--- config.mk ---
export PLATFORM = sky130hd
export DESIGN_NAME = ir_frame_tx_flat
export DESIGN_NICKNAME = d
export VERILOG_FILES = /design/src/rtl/ir_frame_tx_if.sv /design/src/rtl/ir_frame_tx.sv /design/src/flat_wrapper.sv
export SDC_FILE = /design/constraint.sdc
export NUM_CORES = 1
export LEC_CHECK = 0
export CORE_MARGIN = 2
export CORE_UTILIZATION = 55
export CTS_CLUSTER_DIAMETER = 50
export DETAILED_ROUTE_END_ITERATION = 6
export HOLD_SLACK_MARGIN = 0.03
export PLACE_DENSITY_LB_ADDON = 0.3
export SKIP_CTS_REPAIR_TIMING = 1
export SLEW_MARGIN = 20
export SYNTH_ARGS = -nofsm -noshare
export SYNTH_HDL_FRONTEND = slang
export SYNTH_SLANG_ARGS = --single-unit
--- constraint.sdc ---
create_clock -name clk -period 7.5 [get_ports clk]
set_input_delay 1.125 -clock clk [delete_from_list [all_inputs] [get_ports clk]]
set_output_delay 1.125 -clock clk [all_outputs]
set_load 0.02 [all_outputs]
--- src/rtl/ir_frame_tx_if.sv ---
// Command/status bundle between the key logic and the IR frame transmitter.
// master drives the command side; slave (the transmitter) drives the IR/status side.
interface ir_frame_tx_if #(
  parameter int SEG0_BITS = 35,
  parameter int SEG1_BITS = 32
);
  logic                 start;
  logic                 seg1_en;
  logic [SEG0_BITS-1:0] seg0_data;
  logic [SEG1_BITS-1:0] seg1_data;
  logic                 ir_out;
  logic                 env_out;
  logic                 busy;
  logic                 done;
  logic                 led_out;

  modport master (
    output start, seg1_en, seg0_data, seg1_data,
    input  ir_out, env_out, busy, done, led_out
  );

  modport slave (
    input  start, seg1_en, seg0_data, seg1_data,
    output ir_out, env_out, busy, done, led_out
  );
endinterface

--- src/rtl/ir_frame_tx.sv ---
// Pulse-distance IR frame transmitter: leader, seg0, stop, optional gap + seg1, stop.
// Frame starts 1 cycle after an accepted start; start is ignored while busy or in FIN.
module ir_frame_tx #(
  parameter int SEG0_BITS    = 35,
  parameter int SEG1_BITS    = 32,
  parameter int CNT_W        = 20,
  parameter int CARRIER_HALF = 658,
  parameter bit CARRIER_EN   = 1'b1,
  parameter int LEAD_MARK    = 450000,
  parameter int LEAD_SPACE   = 225000,
  parameter int BIT_MARK     = 28000,
  parameter int ZERO_SPACE   = 28000,
  parameter int ONE_SPACE    = 84000,
  parameter int GAP_SPACE    = 1000000
) (
  input  logic clk,
  input  logic rst,
  ir_frame_tx_if.slave bus
);

  localparam int MAXB  = (SEG0_BITS > SEG1_BITS) ? SEG0_BITS : SEG1_BITS;
  localparam int IDX_W = $clog2(MAXB + 1);
  localparam logic [IDX_W-1:0] LAST0 = IDX_W'(SEG0_BITS - 1);
  localparam logic [IDX_W-1:0] LAST1 = IDX_W'(SEG1_BITS - 1);
  localparam logic CAR_BYPASS = (CARRIER_EN == 1'b0);

  localparam logic [3:0] S_IDLE    = 4'd0;
  localparam logic [3:0] S_LEAD_M  = 4'd1;
  localparam logic [3:0] S_LEAD_S  = 4'd2;
  localparam logic [3:0] S_BIT_M   = 4'd3;
  localparam logic [3:0] S_BIT_S   = 4'd4;
  localparam logic [3:0] S_STOP0_M = 4'd5;
  localparam logic [3:0] S_GAP_S   = 4'd6;
  localparam logic [3:0] S_STOP1_M = 4'd7;
  localparam logic [3:0] S_FIN     = 4'd8;

  logic [3:0]           r_state;
  logic [CNT_W-1:0]     r_cnt;
  logic [CNT_W-1:0]     r_car_cnt;
  logic                 r_car;
  logic [IDX_W-1:0]     r_bit;
  logic                 r_seg;
  logic                 r_en1;
  logic [SEG0_BITS-1:0] r_sh0;
  logic [SEG1_BITS-1:0] r_sh1;

  logic [3:0]       w_nxt;
  logic [CNT_W-1:0] w_dur;
  logic             w_tick;
  logic             w_last;
  logic             w_cur_bit;
  logic             w_enter;
  logic             w_nxt_mark;
  logic             w_env;

  assign w_tick    = (r_cnt == CNT_W'(1));
  assign w_last    = (r_bit == (r_seg ? LAST1 : LAST0));
  assign w_cur_bit = r_seg ? r_sh1[0] : r_sh0[0];
  assign w_enter   = (w_nxt != r_state);

  always_comb begin
    w_nxt = r_state;
    case (r_state)
      S_IDLE:    if (bus.start) w_nxt = S_LEAD_M;
      S_LEAD_M:  if (w_tick) w_nxt = S_LEAD_S;
      S_LEAD_S:  if (w_tick) w_nxt = S_BIT_M;
      S_BIT_M:   if (w_tick) w_nxt = S_BIT_S;
      S_BIT_S: begin
        if (w_tick) begin
          if (w_last) w_nxt = r_seg ? S_STOP1_M : S_STOP0_M;
          else        w_nxt = S_BIT_M;
        end
      end
      S_STOP0_M: if (w_tick) w_nxt = r_en1 ? S_GAP_S : S_FIN;
      S_GAP_S:   if (w_tick) w_nxt = S_BIT_M;
      S_STOP1_M: if (w_tick) w_nxt = S_FIN;
      S_FIN:     w_nxt = S_IDLE;
      default:   w_nxt = S_IDLE;
    endcase
  end

  // Entering BIT_S picks its length from the bit whose mark just ended.
  always_comb begin
    w_dur = '0;
    case (w_nxt)
      S_LEAD_M:  w_dur = CNT_W'(LEAD_MARK);
      S_LEAD_S:  w_dur = CNT_W'(LEAD_SPACE);
      S_BIT_M:   w_dur = CNT_W'(BIT_MARK);
      S_BIT_S:   w_dur = w_cur_bit ? CNT_W'(ONE_SPACE) : CNT_W'(ZERO_SPACE);
      S_STOP0_M: w_dur = CNT_W'(BIT_MARK);
      S_GAP_S:   w_dur = CNT_W'(GAP_SPACE);
      S_STOP1_M: w_dur = CNT_W'(BIT_MARK);
      default:   w_dur = '0;
    endcase
  end

  assign w_nxt_mark = (w_nxt == S_LEAD_M) || (w_nxt == S_BIT_M) ||
                      (w_nxt == S_STOP0_M) || (w_nxt == S_STOP1_M);

  always_ff @(posedge clk or negedge rst) begin
    if (!rst) begin
      r_state   <= S_IDLE;
      r_cnt     <= '0;
      r_car_cnt <= '0;
      r_car     <= 1'b0;
      r_bit     <= '0;
      r_seg     <= 1'b0;
      r_en1     <= 1'b0;
      r_sh0     <= '0;
      r_sh1     <= '0;
    end else begin
      r_state <= w_nxt;
      if (w_enter)             r_cnt <= w_dur;
      else if (r_cnt != '0)    r_cnt <= r_cnt - CNT_W'(1);

      case (r_state)
        S_IDLE: begin
          if (bus.start) begin
            r_sh0 <= bus.seg0_data;
            r_sh1 <= bus.seg1_data;
            r_en1 <= bus.seg1_en;
            r_seg <= 1'b0;
            r_bit <= '0;
          end
        end
        S_BIT_S: begin
          if (w_tick) begin
            if (w_last) begin
              r_bit <= '0;
            end else begin
              r_bit <= r_bit + IDX_W'(1);
              if (r_seg) r_sh1 <= r_sh1 >> 1;
              else       r_sh0 <= r_sh0 >> 1;
            end
          end
        end
        S_GAP_S: if (w_tick) r_seg <= 1'b1;
        default: ;
      endcase

      // Carrier phase restarts high on each mark entry; truncated when the mark ends.
      if (w_nxt_mark) begin
        if (w_enter) begin
          r_car     <= 1'b1;
          r_car_cnt <= CNT_W'(CARRIER_HALF);
        end else if (r_car_cnt == CNT_W'(1)) begin
          r_car     <= ~r_car;
          r_car_cnt <= CNT_W'(CARRIER_HALF);
        end else begin
          r_car_cnt <= r_car_cnt - CNT_W'(1);
        end
      end else begin
        r_car     <= 1'b0;
        r_car_cnt <= '0;
      end
    end
  end

  assign w_env = (r_state == S_LEAD_M) || (r_state == S_BIT_M) ||
                 (r_state == S_STOP0_M) || (r_state == S_STOP1_M);

  assign bus.env_out = w_env;
  assign bus.ir_out  = w_env & (r_car | CAR_BYPASS);
  assign bus.busy    = (r_state != S_IDLE) && (r_state != S_FIN);
  assign bus.done    = (r_state == S_FIN);
  assign bus.led_out = bus.busy;

endmodule

--- src/flat_wrapper.sv ---
// flat-port wrapper written by rule: the top's interface ports become plain ports
module ir_frame_tx_flat 
#(
  parameter int SEG0_BITS    = 35,
  parameter int SEG1_BITS    = 32,
  parameter int CNT_W        = 20,
  parameter int CARRIER_HALF = 658,
  parameter bit CARRIER_EN   = 1'b1,
  parameter int LEAD_MARK    = 450000,
  parameter int LEAD_SPACE   = 225000,
  parameter int BIT_MARK     = 28000,
  parameter int ZERO_SPACE   = 28000,
  parameter int ONE_SPACE    = 84000,
  parameter int GAP_SPACE    = 1000000
)
  (clk, rst, bus_start, bus_seg1_en, bus_seg0_data, bus_seg1_data, bus_ir_out, bus_env_out, bus_busy, bus_done, bus_led_out);
  ir_frame_tx_if #(.SEG0_BITS(SEG0_BITS), .SEG1_BITS(SEG1_BITS)) bus_i ();
  input  logic clk;
  input  logic rst;
  input wire logic [$bits(bus_i.start)-1:0] bus_start;
  input wire logic [$bits(bus_i.seg1_en)-1:0] bus_seg1_en;
  input wire logic [$bits(bus_i.seg0_data)-1:0] bus_seg0_data;
  input wire logic [$bits(bus_i.seg1_data)-1:0] bus_seg1_data;
  output wire logic [$bits(bus_i.ir_out)-1:0] bus_ir_out;
  output wire logic [$bits(bus_i.env_out)-1:0] bus_env_out;
  output wire logic [$bits(bus_i.busy)-1:0] bus_busy;
  output wire logic [$bits(bus_i.done)-1:0] bus_done;
  output wire logic [$bits(bus_i.led_out)-1:0] bus_led_out;
  assign bus_i.start = bus_start;
  assign bus_i.seg1_en = bus_seg1_en;
  assign bus_i.seg0_data = bus_seg0_data;
  assign bus_i.seg1_data = bus_seg1_data;
  assign bus_ir_out = bus_i.ir_out;
  assign bus_env_out = bus_i.env_out;
  assign bus_busy = bus_i.busy;
  assign bus_done = bus_i.done;
  assign bus_led_out = bus_i.led_out;
  ir_frame_tx #(.SEG0_BITS(SEG0_BITS), .SEG1_BITS(SEG1_BITS), .CNT_W(CNT_W), .CARRIER_HALF(CARRIER_HALF), .CARRIER_EN(CARRIER_EN), .LEAD_MARK(LEAD_MARK), .LEAD_SPACE(LEAD_SPACE), .BIT_MARK(BIT_MARK), .ZERO_SPACE(ZERO_SPACE), .ONE_SPACE(ONE_SPACE), .GAP_SPACE(GAP_SPACE)) u_core (.clk(clk), .rst(rst), .bus(bus_i));
endmodule
==> results.txt <==
- After layout, the worst path uses between 40% and 50% of the clock period.
- In the detailed route, the total length drawn on met3 is 729 microns.
- Yosys printed 0 warnings.
- Capturing element type of the critical path: output port
- Final Setup Violations: 0
- The clock passes through at most 2 buffers.
- Final Skew: ~0.0049 ns
* Maximum level of the CTS H-tree: 4
- Non-Filler Cell Area, Final: 7830 sq um
- Data arrives at the worst endpoint at around 2.4 ns.
- Startpoint of the most critical register-to-register path: u_core.r_state[3]$_DFF_PN0_
* Share of power burned in registers: between 40 and 50%
* Worst-path maximum fanout: 12
* Clock transition time at the flip-flop clock pins of the worst setup and hold paths: 0.05 ns
- The floorplan has 39 rows.
- Aggregate global-route resource usage: ~23%
- Clk_lat worst skew: around 0.41 ns
* Data required time at the worst endpoint: between 6 and 7 ns
* Reported net switching power: 525 uW
- Total of buffers placed on input and output ports: 75
- Antenna diode instance count: 0
- Highest routing layer actually used: met4
- Kind of cell adding the most delay to the critical path: buffers and inverters
- Internal power comes to ~1500 uW.
- Via total after detailed routing: 4532
- DIE HEIGHT: between 100 and 150 microns
- Router iterations before antenna repair: 4
* Netlist Area Pre-Place: about 6400 sq um
- The signal on the critical path passes through nor3_1, inv_1, nor2_1, clkdlybuf4s50_1.
- Dividing total power by cell area gives a power density of 258 nW/um^2.
* Final layout net count: 706
- Max-cap violations in this run came to 0.
- Flip-flop and latch count after synthesis: 120
* Synth async-reset ratio: 100%
- Max-slew headroom: about 39%
* HPWL Detailed: between 8000 and 9000 microns
* Number of instances in the synthesized netlist: 558
- Total count of max-transition violations in the final report: 0
- Syn_area_per_cell: ~12 sq um
* Aggregate global routing overflow: 0
- Among all stages on the critical path, the largest delay is contributed by clkdlybuf4s50_1.
* Part of the Yosys area used for sequential elements: a little under half
- Routability cong.: approximately 0.85
- In the final routed layout, each cell accounts on average for ~17 microns.
- The hold violation count in the final report came to 0.
- The die covers between 10000 and 15000 sq um.
- In the routed design, unresolved DRC markers number 0.
- Synthesis produced a netlist with a net count of between 600 and 700.
- Counting both buffers and inverters, the worst setup path holds a total of 2.
* Critical path's largest stage delay: 0.60 ns
* Hold endpoint: u_core.r_sh1[17]$_DFFE_PN0P_
* Post-route setup TNS: 0 ns
- Antenna violations before repair: 0
- The post-route netlist has a little over a quarter of its cells at a drive strength greater than 1.
- Entering global routing, the biggest net connects 63 pins.
* Post-layout minimum cycle time: between 3 and 4 ns
- The root buffer cell chosen for the clock tree is clkbuf_16.
- In this run, synthesis inferred 0 flip-flops with an integrated enable.
- Max Clock Freq: approximately 290 MHz
- Net switching share of the total power: a little over a quarter
* Number of distinct library cells after synthesis: 60
- Met2 wire length: 6630 microns
- Count of cells along the worst register-to-register path: 6
* Reg-to-reg setup timing slack: roughly 4.1 ns
- Metal1 wirelength: approximately 6000 microns
* Number of cells traversed by the worst hold path: 1
- The flow ran to the end, and the final reports show no timing, DRC or antenna violations.
- For the pin with the worst max-slew slack, the measured transition is 0.911 ns.
- Number of DRC markers in iteration 0: around 240
- Static leakage: 0.00330 uW
* Die extent in x: 112 microns
- The initial utilization of the core area, before any placement, comes to a little under three fifths.
* Num CTS Buffers: 17
- Reg2Reg Capture Point: u_core.r_sh0[2]$_DFFE_PN0P_
- Via density: around 5.8
- Max VDD drop: about 0.00022 V
- The first global-routing pass estimated roughly 23000 microns of wire.
- The detail route stage leaves a number of antenna-violating nets equal to 0.
- Critical hold path startpoint: u_core.r_sh1[17]$_DFFE_PN0P_
- In this run the standard cell core region covers around 11000 sq um.
- For this design the top-level I/O count stands at 76.
* Class of the worst hold path: flip-flop to flip-flop
- Placed instance area: 7250 sq um
- TritonCTS clock tree: built
- The number of global-route vias before repair is between 4000 and 5000.
- Per report_power, the clock group accounts for 38.7% of the total.
- Summed over all layers, the routed wires come to between 10000 and 15000 microns.
- The critical path in this run is classified as flip-flop to output port.
- Setup repair after global routing left no endpoint under its margin.
- Prevailing post-synth register cell: dfrtp_1
* Share of power burned in combinational logic: 17.3%
- Area overhead of the layout relative to synthesis: 21.5%
- Number of sinks handled by clock tree synthesis: 120
* Critical Path Source Type: flip-flop
metrics by stage:
step	hold WS (ns)	util (%)	total power (uW)	cells	worst slack (ns)
floorplan	0.452	-	1120	558	4.80
global placement	0.461	63.5	1220	753	3.94
detailed placement	0.471	63.5	1240	753	3.86
CTS	0.505	68.5	2030	784	3.84
global route	0.518	68.6	2120	784	3.89
finish	0.502	68.6	2020	784	4.00
cells in the mapped netlist, types with 3 or more instances:
master / instances / area share, %
dfrtp_1: 120 / 47
mux2_2: 101 / 18
nor2_1: 42 / 2.4
nand2_1: 31 / 1.8
mux2_4: 29 / 6.8
xnor2_1: 23 / 3.1
a21oi_1: 20 / 1.6
nor3_1: 17 / 1.3
clkbuf_1: 16 / 0.93
nand3_1: 13 / 1.0
o21ai_0: 13 / 1.0
xor2_1: 12 / 1.6
inv_1: 10 / 0.58
nor4_1: 9 / 0.87
a31oi_1: 6 / 0.58
buf_6: 6 / 1.0
ha_1: 6 / 1.2
o22ai_1: 6 / 0.58
and3_1: 5 / 0.49
nand2b_1: 5 / 0.49
nor2b_1: 5 / 0.49
nor4b_1: 5 / 0.68
nand4_1: 4 / 0.39
nor3b_1: 4 / 0.47
buf_2: 3 / 0.23
o31ai_1: 3 / 0.35
or3_1: 3 / 0.29
or4_1: 3 / 0.35
per-layer routing:
layer | GRT usage, % | vias up
met3 | 6.37 | 24
li1 | - | 2155
met5 | 0 | -
met2 | 37.0 | 125
met4 | 8.21 | 0
met1 | 29.4 | 2228
how the worst max path moves through the flow:
stage / startpoint / to / slack [ns] / depth (start not counted)
2_1_floorplan: u_core.r_state[2]$_DFF_PN0_ / bus_done / 4.80 / 4
3_3_place_gp: bus_start / u_core.r_sh1[11]$_DFFE_PN0P_ / 3.94 / 5
3_5_place_dp: u_core.r_state[3]$_DFF_PN0_ / u_core.r_sh0[2]$_DFFE_PN0P_ / 3.86 / 6
4_1_cts: u_core.r_state[3]$_DFF_PN0_ / u_core.r_sh0[2]$_DFFE_PN0P_ / 3.84 / 6
5_1_grt: u_core.r_state[1]$_DFF_PN0_ / bus_done / 3.89 / 4
6_report: u_core.r_state[1]$_DFF_PN0_ / bus_done / 4.00 / 4
final cells by class:
type                    count  area [sq um]
fillers                   848          3590
well taps                 143           179
multi-input cells         400          3260
repair buffers             78           771
inverters                  12          45.0
flip-flops and latches    120          3000
clock buffers              30           544
clock inverters             1          30.0
kinds of logic after synthesis:
logic type	share of synthesized area [%]
mux	24.7
flops	46.6
xor+xnor	4.76
simple gates	12.7
buf+inv	3.03
compound gates	7.03
fa+ha+maj	1.16
power by group through the flow:
stage | registers, uW | logic [uW] | clock network, uW
after global routing | 908 | 391 | 821
final | 888 | 349 | 780
after global placement | 882 | 336 | 0
after floorplan | 858 | 261 | 0
after CTS | 885 | 354 | 792
after detailed placement | 890 | 350 | 0
flip-flops by register name (all words and copies together), names as in the netlist:
| signal | flops |
|---|---|
| u_core.r_bit | 6 |
| u_core.r_car | 1 |
| u_core.r_car_cnt | 20 |
| u_core.r_cnt | 20 |
| u_core.r_en1 | 1 |
| u_core.r_seg | 1 |
| u_core.r_sh0 | 35 |
| u_core.r_sh1 | 32 |
| u_core.r_state | 4 |
cells in the final DEF, fill, tap and decap left out, drive strengths merged, types with 6 or more instances in the layout:
cell type      Yosys  layout
a31oi              6       6
nor2              43      43
nor4               9       9
o22ai              6       6
o21ai             14      14
xnor2             23      23
xor2              12      12
mux2             131     131
a21oi             20      20
ha                 6       6
clkdlybuf4s50      0      74
nand3             14      14
dfrtp            120     120
clkbuf            16      30
nand2             31      31
nor3              17      17
inv               12      12
No activity file was read; power rests on OpenSTA's default activity.
